### config.mk
export PLATFORM = sky130hd
export DESIGN_NAME = if_prefetch_unit_flat
export DESIGN_NICKNAME = d
export VERILOG_FILES = /design/src/rtl/if_prefetch_unit_pkg.sv /design/src/rtl/if_prefetch_unit_if.sv /design/src/rtl/if_prefetch_unit_sync_fifo.sv /design/src/rtl/if_prefetch_unit.sv /design/src/flat_wrapper.sv
export SDC_FILE = /design/constraint.sdc
export NUM_CORES = 1
export LEC_CHECK = 0
export CAP_MARGIN = 30
export CORE_MARGIN = 2
export CORE_UTILIZATION = 54
export CTS_CLUSTER_DIAMETER = 100
export CTS_CLUSTER_SIZE = 28
export DETAILED_ROUTE_END_ITERATION = 8
export DONT_BUFFER_PORTS = 1
export GPL_ROUTABILITY_DRIVEN = 0
export HOLD_SLACK_MARGIN = 0.05
export PLACE_DENSITY = 0.69
export SLEW_MARGIN = 20
export SYNTH_ARGS = -nofsm -noshare
export SYNTH_HDL_FRONTEND = slang
export SYNTH_HIERARCHICAL = 1
export SYNTH_SLANG_ARGS = --single-unit
### constraint.sdc
create_clock -name clk -period 5 [get_ports clk]
set_clock_uncertainty 0.2 [all_clocks]
set_input_delay 0.25 -clock clk [delete_from_list [all_inputs] [get_ports clk]]
set_output_delay 0.25 -clock clk [all_outputs]
set_load 0.03 [all_outputs]
### src/rtl/if_prefetch_unit_pkg.sv
// Shared definitions for the instruction prefetch unit: FSM encodings and
// default bus widths matching the core's memory-address and instruction buses.
package if_prefetch_unit_pkg;

    localparam int unsigned IF_ADDR_W = 32;
    localparam int unsigned IF_INST_W = 32;

    typedef enum logic [1:0] {
        IF_IDLE = 2'd0,
        IF_REQ  = 2'd1,
        IF_WAIT = 2'd2
    } if_state_e;

endpackage

### src/rtl/if_prefetch_unit_if.sv
// Bundles the redirect input, unified memory read port and decode-side
// output port of the prefetch unit, plus its debug view (occupancy, FSM state).
interface if_prefetch_unit_if
    import if_prefetch_unit_pkg::*;
#(
    parameter int unsigned ADDR_W = IF_ADDR_W,
    parameter int unsigned INST_W = IF_INST_W,
    parameter int unsigned DEPTH  = 4
);
    localparam int unsigned CW = $clog2(DEPTH) + 1;

    // Handshakes: a memory request transfers on an edge where mem_req && mem_gnt,
    // and mem_addr is held while mem_req=1; mem_rvalid returns one word per
    // transfer with no back-pressure; decode pops on an edge where
    // out_valid && out_ready, and the head is held while out_valid=1 and not popped.
    logic              br;
    logic [ADDR_W-1:0] br_target;
    logic              mem_req;
    logic [ADDR_W-1:0] mem_addr;
    logic              mem_gnt;
    logic              mem_rvalid;
    logic [INST_W-1:0] mem_rdata;
    logic              out_valid;
    logic [ADDR_W-1:0] out_pc;
    logic [INST_W-1:0] out_inst;
    logic              out_ready;
    logic [CW-1:0]     occupancy;
    if_state_e         dbg_state;

    modport master (
        input  br, br_target, mem_gnt, mem_rvalid, mem_rdata, out_ready,
        output mem_req, mem_addr, out_valid, out_pc, out_inst, occupancy, dbg_state
    );

    modport slave (
        output br, br_target, mem_gnt, mem_rvalid, mem_rdata, out_ready,
        input  mem_req, mem_addr, out_valid, out_pc, out_inst, occupancy, dbg_state
    );

endinterface

### src/rtl/if_prefetch_unit_sync_fifo.sv
// Generic synchronous FIFO with flush; the head entry is read straight from
// registered storage so there is no input-to-output combinational path.
module sync_fifo #(
    parameter int unsigned WIDTH = 64,
    parameter int unsigned DEPTH = 4
) (
    input  logic                     clk,
    input  logic                     rst,
    input  logic                     push,
    input  logic [WIDTH-1:0]         push_data,
    input  logic                     pop,
    input  logic                     flush,
    output logic                     full,
    output logic                     empty,
    output logic [$clog2(DEPTH):0]   count,
    output logic [WIDTH-1:0]         head_data
);
    localparam int unsigned PW = $clog2(DEPTH);
    localparam int unsigned CW = PW + 1;

    logic [WIDTH-1:0] mem [DEPTH];
    logic [PW-1:0]    rd_ptr;
    logic [PW-1:0]    wr_ptr;
    logic             do_push;
    logic             do_pop;

    assign full      = (count == CW'(DEPTH));
    assign empty     = (count == '0);
    assign do_push   = push && !full;
    assign do_pop    = pop && !empty;
    assign head_data = mem[rd_ptr];

    always_ff @(posedge clk) begin
        if (rst) begin
            rd_ptr <= '0;
            wr_ptr <= '0;
            count  <= '0;
            for (int i = 0; i < int'(DEPTH); i++) begin
                mem[PW'(i)] <= '0;
            end
        end else if (flush) begin
            // Flush wins over any same-cycle push or pop.
            rd_ptr <= '0;
            wr_ptr <= '0;
            count  <= '0;
        end else begin
            if (do_push) begin
                mem[wr_ptr] <= push_data;
                wr_ptr      <= wr_ptr + PW'(1);
            end
            if (do_pop) begin
                rd_ptr <= rd_ptr + PW'(1);
            end
            case ({do_push, do_pop})
                2'b10:   count <= count + CW'(1);
                2'b01:   count <= count - CW'(1);
                default: count <= count;
            endcase
        end
    end

endmodule

### src/rtl/if_prefetch_unit.sv
// Instruction prefetch unit: fetches sequentially ahead of decode into a small
// FIFO, one memory request in flight, with branch redirect and stale-response discard.
module if_prefetch_unit
    import if_prefetch_unit_pkg::*;
#(
    parameter int unsigned       ADDR_W     = IF_ADDR_W,
    parameter int unsigned       INST_W     = IF_INST_W,
    parameter int unsigned       DEPTH      = 4,
    parameter int unsigned       INST_BYTES = 4,
    parameter logic [ADDR_W-1:0] RESET_PC   = '0
) (
    input logic                clk,
    input logic                rst,
    if_prefetch_unit_if.master bus
);
    localparam int unsigned CW  = $clog2(DEPTH) + 1;
    localparam int unsigned CW1 = CW + 1;
    localparam int unsigned FW  = ADDR_W + INST_W;

    if_state_e         state;
    logic              mem_req_q;
    logic [ADDR_W-1:0] mem_addr_q;
    logic [ADDR_W-1:0] fetch_pc;
    logic              discard;

    logic [CW-1:0]     count;
    logic              full;
    logic              empty;
    logic [FW-1:0]     head;
    logic              pop;
    logic              push;
    logic [CW1-1:0]    count_after;
    logic              room_after;

    assign pop  = !empty && bus.out_ready;
    // mem_addr_q still holds the address of the request being answered.
    assign push = (state == IF_WAIT) && bus.mem_rvalid && !discard && !bus.br;

    always_comb begin
        count_after = {1'b0, count};
        if (push) count_after = count_after + CW1'(1);
        if (pop)  count_after = count_after - CW1'(1);
    end

    assign room_after = (count_after < CW1'(DEPTH));

    sync_fifo #(
        .WIDTH (FW),
        .DEPTH (DEPTH)
    ) u_fifo (
        .clk       (clk),
        .rst       (rst),
        .push      (push && !full),
        .push_data ({mem_addr_q, bus.mem_rdata}),
        .pop       (pop),
        .flush     (bus.br),
        .full      (full),
        .empty     (empty),
        .count     (count),
        .head_data (head)
    );

    always_ff @(posedge clk) begin
        if (rst) begin
            state      <= IF_IDLE;
            mem_req_q  <= 1'b0;
            mem_addr_q <= RESET_PC;
            fetch_pc   <= RESET_PC;
            discard    <= 1'b0;
        end else begin
            unique case (state)
                IF_IDLE: begin
                    // With nothing in flight the credit check reduces to occupancy alone.
                    if (bus.br) begin
                        fetch_pc <= bus.br_target;
                    end else if (count < CW'(DEPTH)) begin
                        mem_req_q  <= 1'b1;
                        mem_addr_q <= fetch_pc;
                        state      <= IF_REQ;
                    end
                end
                IF_REQ: begin
                    if (bus.mem_gnt) begin
                        mem_req_q <= 1'b0;
                        state     <= IF_WAIT;
                        discard   <= bus.br;
                        fetch_pc  <= bus.br ? bus.br_target : fetch_pc + ADDR_W'(INST_BYTES);
                    end else if (bus.br) begin
                        mem_req_q <= 1'b0;
                        state     <= IF_IDLE;
                        fetch_pc  <= bus.br_target;
                    end
                end
                IF_WAIT: begin
                    if (bus.br) begin
                        fetch_pc <= bus.br_target;
                    end
                    if (bus.mem_rvalid) begin
                        discard <= 1'b0;
                        // Chain the next fetch immediately when the push leaves room.
                        if (push && room_after) begin
                            mem_req_q  <= 1'b1;
                            mem_addr_q <= fetch_pc;
                            state      <= IF_REQ;
                        end else begin
                            state <= IF_IDLE;
                        end
                    end else if (bus.br) begin
                        discard <= 1'b1;
                    end
                end
                default: begin
                    state     <= IF_IDLE;
                    mem_req_q <= 1'b0;
                end
            endcase
        end
    end

    assign bus.mem_req   = mem_req_q;
    assign bus.mem_addr  = mem_addr_q;
    assign bus.out_valid = !empty;
    assign bus.out_pc    = head[FW-1:INST_W];
    assign bus.out_inst  = head[INST_W-1:0];
    assign bus.occupancy = count;
    assign bus.dbg_state = state;

endmodule

### src/flat_wrapper.sv
// flat-port wrapper written by rule: the top's interface ports become plain ports
module if_prefetch_unit_flat import if_prefetch_unit_pkg::*;
#(
    parameter int unsigned       ADDR_W     = IF_ADDR_W,
    parameter int unsigned       INST_W     = IF_INST_W,
    parameter int unsigned       DEPTH      = 4,
    parameter int unsigned       INST_BYTES = 4,
    parameter logic [ADDR_W-1:0] RESET_PC   = '0
)
  (clk, rst, bus_br, bus_br_target, bus_mem_gnt, bus_mem_rvalid, bus_mem_rdata, bus_out_ready, bus_mem_req, bus_mem_addr, bus_out_valid, bus_out_pc, bus_out_inst, bus_occupancy, bus_dbg_state);
  if_prefetch_unit_if #(.ADDR_W(ADDR_W), .INST_W(INST_W), .DEPTH(DEPTH)) bus_i ();
  input logic clk;
  input logic rst;
  input wire logic [$bits(bus_i.br)-1:0] bus_br;
  input wire logic [$bits(bus_i.br_target)-1:0] bus_br_target;
  input wire logic [$bits(bus_i.mem_gnt)-1:0] bus_mem_gnt;
  input wire logic [$bits(bus_i.mem_rvalid)-1:0] bus_mem_rvalid;
  input wire logic [$bits(bus_i.mem_rdata)-1:0] bus_mem_rdata;
  input wire logic [$bits(bus_i.out_ready)-1:0] bus_out_ready;
  output wire logic [$bits(bus_i.mem_req)-1:0] bus_mem_req;
  output wire logic [$bits(bus_i.mem_addr)-1:0] bus_mem_addr;
  output wire logic [$bits(bus_i.out_valid)-1:0] bus_out_valid;
  output wire logic [$bits(bus_i.out_pc)-1:0] bus_out_pc;
  output wire logic [$bits(bus_i.out_inst)-1:0] bus_out_inst;
  output wire logic [$bits(bus_i.occupancy)-1:0] bus_occupancy;
  output wire logic [$bits(bus_i.dbg_state)-1:0] bus_dbg_state;
  assign bus_i.br = bus_br;
  assign bus_i.br_target = bus_br_target;
  assign bus_i.mem_gnt = bus_mem_gnt;
  assign bus_i.mem_rvalid = bus_mem_rvalid;
  assign bus_i.mem_rdata = bus_mem_rdata;
  assign bus_i.out_ready = bus_out_ready;
  assign bus_mem_req = bus_i.mem_req;
  assign bus_mem_addr = bus_i.mem_addr;
  assign bus_out_valid = bus_i.out_valid;
  assign bus_out_pc = bus_i.out_pc;
  assign bus_out_inst = bus_i.out_inst;
  assign bus_occupancy = bus_i.occupancy;
  assign bus_dbg_state = bus_i.dbg_state;
  if_prefetch_unit #(.ADDR_W(ADDR_W), .INST_W(INST_W), .DEPTH(DEPTH), .INST_BYTES(INST_BYTES), .RESET_PC(RESET_PC)) u_core (.clk(clk), .rst(rst), .bus(bus_i));
endmodule
Yosys cells after proc, flatten, opt, wreduce, memory -nomap -nowiden
Memory sizes are Yosys's and may differ from the RTL's. A register that Yosys moved wholly into a read port is not among the register bits.
Index checks and enable logic that the tools add are counted.
{ "op_classes": {"addsub": 7, "order_cmp": 2, "n_eq_ne": 12, "n_mux": 41, "n_reduce_logical": 25} }
{ "op_table": {"columns": ["operator", "count"], "rows": [
  ["$mux 32", 7],
  ["$pmux 32 s2", 2],
  ["$mux 64", 1],
  ["$reduce_or 64->1", 1],
  ["$add 32x3->32 const B", 1],
  ["$mux 1", 17],
  ["$mux 2", 8],
  ["$reduce_and 5->1", 2],
  ["$logic_and 1x1->1", 8],
  ["$mux 4", 2],
  ["$ne 2x2->1 const B", 4],
  ["$reduce_bool 2->1", 4],
  ["$ne 3x3->1 const B", 2],
  ["$pmux 2 s3", 1],
  ["$pmux 3 s2", 1],
  ["$add 2x1->2 const B", 2],
  ["$add 3x1->4 const B", 1],
  ["$eq 2x1->1 const B", 2],
  ["$eq 2x2->1 const B", 2],
  ["$logic_not 1->1", 4],
  ["$lt 4x3->1 const B", 1],
  ["$reduce_and 4->1", 1],
  ["$reduce_or 2->1", 2],
  ["$sub 4x1->4 const B", 1],
  ["other kinds (10)", 10]
]} }
{ "word_totals": {"reg_bits": 75, "ramBits": 256, "in_bits": 70, "memories": 1} }
{ "memory_table": {"columns": ["name", "words", "width", "read_ports", "rd_ports_with_merged_regs", "write_ports", "line_no", "text"], "rows": [
  ["u_core.u_fifo.mem", 4, 64, 1, 1, 4, "if_prefetch_unit_sync_fifo.sv:21", "logic [WIDTH-1:0] mem [DEPTH];"]
]} }

Longest topological paths before layout
Gate-level depths: netlist of the first run.
{ "depth": {"depth_word": 12, "depth_mapped": 12} }

Cells and area by module
Netlist of the first run, hierarchy kept.
{ "by_module_without_submodules": {"columns": ["mod", "instances", "cells_each", "area_each_um2"], "rows": [
  ["sync_fifo", 1, 672, 11491.0],
  ["if_prefetch_unit", 1, 469, 3931.3]
]} }

Worst setup path before layout of the first run
Ideal clock, no wire load.
{ "synth_path": {"kind": "register to register", "from": "register u_core.state[1] (netlist: u_core/bus.dbg_state[1])", "to": "memory u_core.u_fifo.mem[2][0], enable pin", "arrival_ns": 3.987, "slack_ns": 0.387, "path_stages_with_launch": 10, "path_cell_list": "dfxtp_1 -> clkbuf_1 -> clkbuf_1 -> clkbuf_1 -> nand3b_1 -> nor3b_1 -> or3b_4 -> nor4b_4 -> buf_6 -> or2_1"} }
{ "synth_lines": {"columns": ["item", "line_no", "text"], "rows": [
  ["start, declared", "if_prefetch_unit.sv:20", "if_state_e state;"],
  ["start signal, assigned", "if_prefetch_unit.sv:65", "state <= IF_IDLE;"],
  ["start signal, assigned", "if_prefetch_unit.sv:79", "state <= IF_REQ;"],
  ["start signal, assigned", "if_prefetch_unit.sv:85", "state <= IF_WAIT;"],
  ["end, declared", "if_prefetch_unit_sync_fifo.sv:21", null]
]} }

Worst setup path in the final report of the first run
{ "layout_path": {"from": "register u_core.u_fifo.count[0]", "to": "register u_core.mem_req_q (netlist: u_core/bus.mem_req)"} }
{ "layout_between": {"elab_chain_cells": 8, "word_cells_on_any_way": 13} }
{ "layout_lines": {"columns": ["item", "line_no", "text"], "rows": [
  ["start, declared", "if_prefetch_unit_sync_fifo.sv:15", "output logic [$clog2(DEPTH):0] count,"],
  ["start signal, assigned", "if_prefetch_unit_sync_fifo.sv:55", "2'b10: count <= count + CW'(1);"],
  ["start signal, assigned", "if_prefetch_unit_sync_fifo.sv:56", "2'b01: count <= count - CW'(1);"],
  ["start signal, assigned", "if_prefetch_unit_sync_fifo.sv:57", "default: count <= count;"],
  ["$add 3x1->4 / $logic_not 3->1 (equally long branches)", "if_prefetch_unit.sv:41, if_prefetch_unit_sync_fifo.sv:28", null],
  ["$mux 4 / $logic_not 1->1 (equally long branches)", "if_prefetch_unit.sv:41, if_prefetch_unit.sv:35", null],
  ["$sub 4x1->4 / $logic_and 1x1->1 (equally long branches)", "if_prefetch_unit.sv:42, if_prefetch_unit.sv:35", null],
  ["$mux 4", "if_prefetch_unit.sv:42", "if (pop) count_after = count_after - CW1'(1);"],
  ["$lt 4x3->1", "if_prefetch_unit.sv:45", "assign room_after = (count_after < CW1'(DEPTH));"],
  ["$logic_and 1x1->1", "if_prefetch_unit.sv:101", "if (push && room_after) begin"],
  ["$ne 2x2->1 (no line)", null, null],
  ["$reduce_and 5->1 (no line) *", null, null],
  ["end signal, assigned", "if_prefetch_unit.sv:66", "mem_req_q <= 1'b0;"],
  ["end signal, assigned", "if_prefetch_unit.sv:102", "mem_req_q <= 1'b1;"],
  ["end signal, assigned", "if_prefetch_unit.sv:114", "mem_req_q <= 1'b0;"],
  ["end, declared", "if_prefetch_unit.sv:21", "logic mem_req_q;"]
]} }
Mark *: on every way between the ends. The rest lies on a longest branch, timed or not.
A chain may end at the register's enable or synchronous reset.

==> flow_summary.toml, run 1 <==
[yosys]
syn_nets = 1215
synth_area_leaders = "edfxtp_1 (50%), and2_1 (11%), dfxtp_1 (10%)"
ys.flop_type = "edfxtp_1"
muxShareOfSynthArea_pct = 10.1
synth_cell_type_count = 75
yosysSeqAreaShare_pct = 59.8
synth_top_family_by_area = "simple AND/OR/NAND/NOR gates"
synth_top_area_share_pct = 49.8
synth_edf_count = 256
synth-simple-area-share_pct = 18.9
synth_xor_area_share_pct = 0.398
syn_area_um2 = 15400
syn_avg_cell_area_um2 = 13.5
synth-seq-cells = 333
ys_warn_count = 6
netlist_instances = 1141
synthAdderAreaFrac_pct = 0.373
ys_async_sr_fraction_pct = 0
synth_compound_area_share_pct = 7.16
yosys.area.top_type = "edfxtp_1"

[drt]
drc = 0
drt_iter0_drc = 764
routedWlPerCell_um = 22.4
drtPass1Iterations = 5
vias = 9535
finalWirelength_um = 35100
ant_nets = 0
routed_via_density = 6.08

[floorplanning]
std_cell_rows = 61
die_x_um = 173
die_area_um2 = 29900
start_util_pct = 55.2
chipHeight_um = 173
core_um2 = 27900
io_pins = 173

[global_routing]
grt_pass1_vias = 9497
grt-ovfl-total = 0
grt_start_max_net_pins = 68
grt_pass1_wl_um = 55300
antenna_found_initial = 0
grtUsageTotal_pct = 23.3

[finish]
fillCellCount = 2173
register_area_um2 = 9240
multi_input_area_um2 = 5730
layout.nets = 1255
antennaDiodeCount = 0
final_layout_size_suffix_gt1_share_pct = 13.4
stdcell_area_um2 = 17100
syn_to_final_growth_pct = 11.0

[critical_path]
cp-end-kind = "flop"
critical-path-slowest-cell = "dfxtp_1"
setup.worst_path.start = "u_core/u_fifo/count[0]"
worstSetupEndpoint = "u_core/bus.mem_req"
cp_max_fo = 33
cp_data_arrival_time_ns = 3.89
crit_type = "reg -> reg"
cp-start-kind = "flop"
crit_chain = "ha_1 -> nor3b_1 -> a211oi_1 -> nor4_4 -> buf_4 -> or2_1 -> a21oi_1 -> dlygate4sd3_1"
regToRegSetupSlack_ns = 1.33
cp.required_ns = 5.22
max_stage_delay_ns = 0.72
rr_worst_depth = 8
worstReg2RegStart = "u_core/u_fifo/count[0]"
rr_endpoint = "u_core/bus.mem_req"

[hold_path]
hp-class = "in -> reg"
min_from = "rst"

[power]
power.leakage_uw = 0.00594
ir_worst_vdd_mv = 0.342
powerDensity_nw_per_um2 = 298

[timing]
hold_viol = 0
grt_setup_unrepaired = "no"
period_share_pct = 73.5
max_clock_freq_mhz = 272
finalSetupViolations = 0
fin_crit_ns = 3.67
slew_viol_final = 0
tns_ns = 0
relSlewSlack_pct = 50.6
worstMarginPinSlew_ns = 0.741

[cts]
htreeDepth = 1
clock_path_buffers = 3
cts_root_buf = "clkbuf_16"
clkSinkCount = 333
cts_tree = "built"
post_cts_resized = 0
cts_buffers = 16
clock_latency_ns = 0.52
clk_pin_slew_ns = 0.11

[place]
io_buffers = 0
dp_hpwl_um = 20900
placed_cell_area_um2 = 15700

[flow_run]
cap_violations = 0

[run_status]
outcome = "complete, no violations"
[metrics by stage]
step	std cells	utilization [%]	worst slack [ns]	hold WS, ns	total power [µW]
5_1_grt	1569	61.3	1.14	0.0879	5270
2_1_floorplan	1141	-	0.387	0.186	3430
3_3_place_gp	1451	55.9	1.45	0.137	3490
6_report	1569	61.3	1.33	0.0830	5100
4_1_cts	1569	61.3	1.36	0.0548	5130
3_5_place_dp	1454	56.2	1.37	0.137	3500
[critical path, delay by kind of cell, from the launching register on]
family,cells,cell delay [ns]
compound gates,2,0.27
fa+ha+maj,1,0.34
buf+inv,2,0.95
flops,1,0.72
simple gates,3,1.09
[power breakdown]
group	total (µW)	internal [µW]	leakage, µW	switching, µW
Sequential	3160	3070	0.00327	93.8
Clock	1580	705	0.000248	872
Combinational	369	147	0.00242	221
Total	5100	3920	0.00594	1190
[routing by layer]
| layer | global-route usage [%] | wire length [µm] |
|---|---|---|
| met4 | 5.30 | 729 |
| met5 | 0 | 0 |
| met2 | 39.9 | 17400 |
| met3 | 3.19 | 1980 |
| met1 | 32.0 | 15000 |
[cell type report]
type	instances	share of cell area, %
Sequential cell	333	54.0
Multi-Input combinational cell	710	33.5
Timing Repair Buffer	108	6.52
Tap cell	378	2.76
Clock buffer	25	2.66
Clock inverter	3	0.380
Inverter	12	0.263
[cells in the mapped netlist (12+ instances only)]
| cell | n |
|---|---|
| dfxtp_1 | 77 |
| mux4_2 | 64 |
| and2_1 | 259 |
| nand2b_1 | 14 |
| clkbuf_1 | 46 |
| nor2_1 | 32 |
| nor4b_1 | 27 |
| nor3_1 | 13 |
| nand3_1 | 13 |
| o21ai_0 | 23 |
| edfxtp_1 | 256 |
| nand2_1 | 40 |
| a31o_2 | 28 |
| a21oi_1 | 33 |
| buf_2 | 15 |
| buf_4 | 12 |
[placed cells by master, fill, tap and decap left out, types with 13 or more instances in the layout]
cell type,count
a21oi_1,33
a31o_2,27
and2_1,259
buf_4,17
clkbuf_16,17
dfxtp_1,75
dlygate4sd3_1,85
edfxtp_1,256
mux4_2,64
nand2_1,40
nand2b_1,14
nand3_1,13
nor2_1,32
nor3_1,13
nor4b_1,27
o21ai_0,23
[worst min path at each step]
stage / endpoint / cells past startpoint
final: u_core/fetch_pc[22] / 4
after global routing: u_core/fetch_pc[22] / 4
after CTS: u_core/fetch_pc[22] / 4
after detailed placement: u_core/fetch_pc[29] / 1
after global placement: u_core/fetch_pc[29] / 1
after floorplan: u_core/fetch_pc[0] / 2
[cell families after synthesis]
family,Yosys count
simple gates,466
flops,333
buf+inv,98
compound gates,158
fa+ha+maj,4
mux,75
xor+xnor,7
[flip-flops by register name (all words and copies together) (netlist names), named ones only]
name and flops:
u_core/bus.mem_addr 32, u_core/u_fifo/mem 256, u_core/u_fifo/rd_ptr 2, u_core/bus.dbg_state 2, u_core/fetch_pc 32, u_core/u_fifo/wr_ptr 2
u_core/u_fifo/count 3, u_core/bus.mem_req 1, u_core/discard 1
[repair_timing]
action                                 4_1_cts  5_1_grt
setup endpoints to repair                    0        0
buffers inserted                             0        0
endpoints found under the hold margin      209        0
hold buffers                                87        0
Note: power is estimated with default switching activity, not from simulation.
==> inputs of run 2 (changes only) <==
--- a/config.mk
+++ b/config.mk
@@ -5,6 +5,7 @@
 export SDC_FILE = /design/constraint.sdc
 export NUM_CORES = 1
 export LEC_CHECK = 0
+export ABC_AREA = 1
 export CAP_MARGIN = 30
 export CORE_MARGIN = 2
 export CORE_UTILIZATION = 54
==> constraint.sdc (replaced) <==
create_clock -name clk -period 3.4 [get_ports clk]
set_clock_uncertainty 0.2 [all_clocks]
set_input_delay 0.17 -clock clk [delete_from_list [all_inputs] [get_ports clk]]
set_output_delay 0.17 -clock clk [all_outputs]
set_load 0.03 [all_outputs]
==> flow_summary.toml, run 2 <==
[run_status]
outcome = "complete, no violations"

[global_routing]
grt-ovfl-total = 0
grt_start_max_net_pins = 130
antenna_found_initial = 0
grtUsageTotal_pct = 25.9
grt_pass1_vias = 11700
grt_pass1_wl_um = 63700

[finish]
final_layout_size_suffix_gt1_share_pct = 12.3
layout.nets = 1749
final_util_pct = 61.3
antennaDiodeCount = 0
largest_reg_flops = 256
largest-register = "u_core/u_fifo/mem"
syn_to_final_growth_pct = 11.3
final_cell_mix = "nor2_1 (354), edfxtp_1 (256), o21ai_0 (202)"
final_common_cell = "nor2_1"

[cts]
cts_root_buf = "clkbuf_16"
cts_tree = "built"
clock_path_buffers = 3
htreeDepth = 1
cts_buffers = 16
clk_pin_slew_ns = 0.11
clock_latency_ns = 0.52
postCtsSetupBuffers = 0
clkSinkCount = 333

[yosys]
yosys.area.top_type = "edfxtp_1"
muxShareOfSynthArea_pct = 0
syn_avg_cell_area_um2 = 9.69
ys_warn_count = 6
synth_edf_count = 256
synth_compound_area_share_pct = 11.8
synth_area_leaders = "edfxtp_1 (48%), dfxtp_1 (9.7%), nor2_1 (8.5%)"
yosysSeqAreaShare_pct = 58.2
synth_top_area_share_pct = 48.5
yosysMostFrequentCell = "nor2_1"
ys.flop_type = "edfxtp_1"
synthTopCellsByCount = "nor2_1 (357), edfxtp_1 (256), o21ai_0 (204)"
synth-simple-area-share_pct = 22.0
synth-seq-cells = 333
synthAdderAreaFrac_pct = 0.363
netlist_instances = 1636
ys_async_sr_fraction_pct = 0
synth_xor_area_share_pct = 0.276
synth_cell_type_count = 48
syn_area_um2 = 15900
synth_top_family_by_area = "simple AND/OR/NAND/NOR gates"
syn_nets = 1710

[drt]
ant_nets = 0
routed_via_density = 5.82
drt_iter0_drc = 1019
drtPass1Iterations = 6
vias = 12000
finalWirelength_um = 40500
routedWlPerCell_um = 19.6
drc = 0

[critical_path]
rr_endpoint = "u_core/fetch_pc[30]"
crit_type = "reg -> reg"
cp-start-kind = "flop"
cp-end-kind = "flop"
regToRegSetupSlack_ns = 0.21
rr_worst_depth = 13
cp_data_arrival_time_ns = 3.44
worstReg2RegStart = "u_core/fetch_pc[2]"
setup.worst_path.start = "u_core/fetch_pc[2]"
cp.required_ns = 3.66
cp_max_fo = 5

[floorplanning]
std_cell_rows = 62
start_util_pct = 55.1
io_pins = 173
die_x_um = 175
die_area_um2 = 30700
core_um2 = 28800
chipHeight_um = 175

[timing]
tns_ns = 0
grt_setup_unrepaired = "no"
relSlewSlack_pct = 34.1
max_clock_freq_mhz = 314
finalSetupViolations = 0
period_share_pct = 93.7
hold_viol = 0
worstMarginPinSlew_ns = 0.989
hold_slack_ns = 0.151
fin_crit_ns = 3.19
slew_viol_final = 0

[place]
io_buffers = 0
dp_hpwl_um = 23600

[hold_path]
hp-class = "in -> reg"
min_from = "bus_br_target[0]"
hold_end = "u_core/fetch_pc[0]"
min_path_cells = 3

[power]
pwr-share-clk_pct = 28.1
p_seq_share_pct = 61.1
p_int_uw = 5810
p_sw_uw = 2200
netSwitchingFraction_pct = 27.5
powerDensity_nw_per_um2 = 454
power.leakage_uw = 0.00653
pwr-share-comb_pct = 10.8
ir_worst_vdd_mv = 0.487

[flow_run]
cap_violations = 0
-- run 2: cell count changes in the layout (fill, tap and decap cells not counted), moves of 29 or more --
cell,delta
mux4_2,-64
o22ai_1,+55
nor3_1,+29
nand2_1,+78
and2_1,-259
nor2_1,+322
inv_1,+122
nor3_2,+91
o21ai_0,+179
-- run 2: final cells by class --
class	instances	area, µm²
Fill cell	2384	11100
Sequential cell	333	9240
Multi-Input combinational cell	1050	5510
Timing Repair Buffer	132	1380
Inverter	142	547
Tap cell	384	480
Clock buffer	25	455
Clock inverter	3	40.0
-- run 2: cell families after synthesis --
kind of cell,count (synthesis)
DFF,333
buffers and inverters,253
xor gates and xnor gates,5
AOI/OAI and AO/OA,340
adders and majority gates,4
and+or+nand+nor,701
-- run 2: timing repair --
item | in CTS | in global routing
hold endpoints to repair | 193 | 0
hold buffers | 94 | 0
endpoints found under the setup margin | 0 | 4
gates resized for setup | 0 | 4
-- run 2: worst max-delay path, stage by stage (launching register included) --
cell	delay, ns
dfxtp_1	0.43
ha_1	0.21
nand2_1	0.09
nor2_2	0.17
nand2_1	0.15
nor2_2	0.17
nand3_1	0.16
inv_1	0.08
nand3_1	0.06
nand4_1	0.08
dlygate4sd3_1	0.58
nand2_1	0.06
dlygate4sd3_1	0.56
a21oi_1	0.12
-- run 2: power groups by stage --
stage	logic (µW)	clock network (µW)	registers (µW)
5_1_grt	950	2440	4920
6_report	867	2250	4890
3_5_place_dp	741	0	4990
2_1_floorplan	619	0	4910
3_3_place_gp	726	0	4980
4_1_cts	858	2300	4890
-- run 2: how the worst max path moves through the flow --
| stage | to | cells after the start | slack (ns) |
|---|---|---|---|
| floorplan | u_core/u_fifo/mem[3][0] | 8 | 0.007 |
| global placement | u_core/u_fifo/mem[3][7] | 7 | 0.39 |
| detailed placement | u_core/u_fifo/mem[3][10] | 7 | 0.27 |
| CTS | u_core/fetch_pc[20] | 11 | 0.14 |
| global route | u_core/fetch_pc[30] | 13 | 0.02 |
| finish | u_core/fetch_pc[30] | 13 | 0.21 |
-- run 2: per-stage QoR --
stage	instances	worst slack [ns]	cell area, µm²	total power, µW
after floorplan	1636	0.00691	15900	5530
after global placement	1945	0.394	16200	5710
after detailed placement	1946	0.272	16200	5730
after CTS	2068	0.136	17600	8050
after global routing	2069	0.0235	17700	8310
final	2069	0.213	17700	8010
-- run 2: per-layer routing --
layer	vias to the layer above	wire, µm	GRT usage [%]
li1	5697	-	-
met1	5782	17100	34.6
met2	487	19100	43.3
met3	69	3200	4.74
met4	0	1060	7.78
met5	-	0	0
==> inputs of run 3 (changes only) <==
--- a/config.mk
+++ b/config.mk
@@ -5,17 +5,16 @@
 export SDC_FILE = /design/constraint.sdc
 export NUM_CORES = 1
 export LEC_CHECK = 0
-export ABC_AREA = 1
 export CAP_MARGIN = 30
 export CORE_MARGIN = 2
-export CORE_UTILIZATION = 54
+export CORE_UTILIZATION = 64
 export CTS_CLUSTER_DIAMETER = 100
 export CTS_CLUSTER_SIZE = 28
 export DETAILED_ROUTE_END_ITERATION = 8
 export DONT_BUFFER_PORTS = 1
 export GPL_ROUTABILITY_DRIVEN = 0
 export HOLD_SLACK_MARGIN = 0.05
-export PLACE_DENSITY = 0.69
+export PLACE_DENSITY = 0.8
 export SLEW_MARGIN = 20
 export SYNTH_ARGS = -nofsm -noshare
 export SYNTH_HDL_FRONTEND = slang
==> flow_summary.toml, run 3 (synthesized netlist as in run 1, its figures left out) <==
[run_status]
outcome = "complete, no violations"

[place]
place_inst = 1398
dp_hpwl_um = 20100
io_buffers = 0

[finish]
final_cell_mix = "and2_1 (259), edfxtp_1 (256), dlygate4sd3_1 (93)"
antennaDiodeCount = 0
final_layout_size_suffix_gt1_share_pct = 13.7
fin_cells = 1521
largest_reg_flops = 256
layout.nets = 1268
largest-register = "u_core/u_fifo/mem"
syn_to_final_growth_pct = 11.1
final_common_cell = "and2_1"
fillCellCount = 1506

[global_routing]
grt-ovfl-total = 0
grt_start_max_net_pins = 70
antenna_found_initial = 0
grt_pass1_vias = 9690
grt_pass1_wl_um = 54900
use_met3_pct = 3.93
grtUsageTotal_pct = 27.3
met2_usage_pct = 46.2
top_usage_layer = "met2"
gr-usage-met1_pct = 38.4

[cts]
cts_buffers = 15
clkSinkCount = 333
cts_root_buf = "clkbuf_16"
cts_tree = "built"
clock_latency_ns = 0.50
clk_pin_slew_ns = 0.11
clock_path_buffers = 3
htreeDepth = 1

[floorplanning]
core_um2 = 23500
std_cell_rows = 56
start_util_pct = 65.5
chipHeight_um = 159
io_pins = 173
die_area_um2 = 25400
die_x_um = 159

[critical_path]
worstReg2RegStart = "u_core/fetch_pc[4]"
crit_type = "reg -> reg"
crit_chain = "nand4_1 -> nor2_2 -> nand3_1 -> or3_1 -> dlygate4sd3_1 -> a311oi_1 -> dlygate4sd3_1"
critical-path-slowest-cell = "dlygate4sd3_1"
cp-end-kind = "flop"
rr_worst_depth = 7
cp-start-kind = "flop"
max_stage_delay_ns = 0.59
regToRegSetupSlack_ns = 0.12
cp.required_ns = 3.65
cp_max_fo = 9
rr_endpoint = "u_core/fetch_pc[25]"
crit_top_cell = "dlygate4sd3_1"
cp_data_arrival_time_ns = 3.54

[timing]
slew_viol_final = 0
max_clock_freq_mhz = 305
finalSetupViolations = 0
worstMarginPinSlew_ns = 0.963
relSlewSlack_pct = 35.8
period_share_pct = 96.6
hold_slack_ns = 0.114
grt_setup_unrepaired = "yes"
fin_crit_ns = 3.28
hold_viol = 0

[drt]
routed_via_density = 6.44
finalWirelength_um = 34900
drtPass1Iterations = 6
vias = 9796
ant_nets = 0
drt_iter0_drc = 1024
routedWlPerCell_um = 23.0
drc = 0

[hold_path]
min_from = "rst"
hp-class = "in -> reg"
hold_end = "u_core/u_fifo/mem[1][57]"
min_path_cells = 1

[power]
powerDensity_nw_per_um2 = 422
pwr-share-clk_pct = 28.0
p_int_uw = 5580
pwr-share-comb_pct = 7.8
ir_worst_vdd_mv = 0.363
power.leakage_uw = 0.00597
p_sw_uw = 1660
p_seq_share_pct = 64.2
netSwitchingFraction_pct = 22.9

[flow_run]
cap_violations = 0
[run 3: cell types whose count changed in the layout (fill, tap and decap cells not counted), sizes merged, moves of 55 or more]
| cell | delta |
|---|---|
| o22ai | -55 |
| inv | -128 |
| nor3 | -120 |
| and2 | +260 |
| nor2 | -351 |
| mux4 | +64 |
| nand2 | -82 |
| o21ai | -183 |
[run 3: what timing repair did]
item,CTS,global route
hold endpoints to repair,261,0
setup buffers,0,3
gates resized for setup,0,3
hold buffers,95,0
setup endpoints to repair,0,2
[run 3: final cells by class]
| type | instances | area, µm² | share of cell area [%] |
|---|---|---|---|
| flip-flops and latches | 333 | 9240 | 53.9 |
| multi-input cells | 710 | 5740 | 33.5 |
| repair buffers | 122 | 1300 | 7.57 |
| clock buffers | 24 | 409 | 2.39 |
| well taps | 319 | 399 | 2.33 |
| inverters | 12 | 45.0 | 0.263 |
| clock inverters | 1 | 5.00 | 0.0292 |
[run 3: power by group through the flow]
stage | Sequential [µW] | Combinational [µW] | Clock, µW
after floorplan | 4700 | 344 | 0
after global placement | 4730 | 411 | 0
after detailed placement | 4740 | 421 | 0
after CTS | 4640 | 553 | 2040
after global routing | 4670 | 597 | 2200
final | 4650 | 563 | 2020
[run 3: worst max path at each step]
stage                         endpoint  slack (ns)  cells after the start                     from
2_1_floorplan  u_core/u_fifo/mem[2][0]        0.07                      9  u_core/bus.dbg_state[1]
3_3_place_gp    u_core/bus.mem_addr[5]        0.39                      7   u_core/u_fifo/count[0]
3_5_place_dp    u_core/bus.mem_addr[2]        0.44                      8   u_core/u_fifo/count[0]
4_1_cts            u_core/fetch_pc[25]        0.05                      7      u_core/fetch_pc[14]
5_1_grt            u_core/fetch_pc[25]       -0.01                      7       u_core/fetch_pc[4]
6_report           u_core/fetch_pc[25]        0.12                      7       u_core/fetch_pc[4]
[run 3: worst max-delay path: cells and delay by family, from the launching register on]
kind	cells	cell delay, ns
AND/OR/NAND/NOR	4	1.16
buffers and inverters	2	1.15
flip-flops	1	0.48
AO/OA/AOI/OAI	1	0.24
[run 3: per-stage QoR]
stage                     setup WS (ns)  total power, µW  instance area [µm²]  TNS (ns)  util [%]
after floorplan                  0.0737             5040                15400         0         -
after global routing            -0.0126             7460                17100   -0.0126      72.8
final                             0.116             7230                17100         0      72.8
after CTS                        0.0550             7240                17100         0      72.6
after global placement            0.386             5140                15700         0      66.6
after detailed placement          0.445             5160                15700         0      66.7
[run 3: per-layer routing]
metal | share of wire, % | vias to the layer above
met4 | 2.1 | 0
met3 | 7.6 | 50
met5 | 0 | -
met2 | 50 | 456
met1 | 40 | 4906
li1 | - | 4384
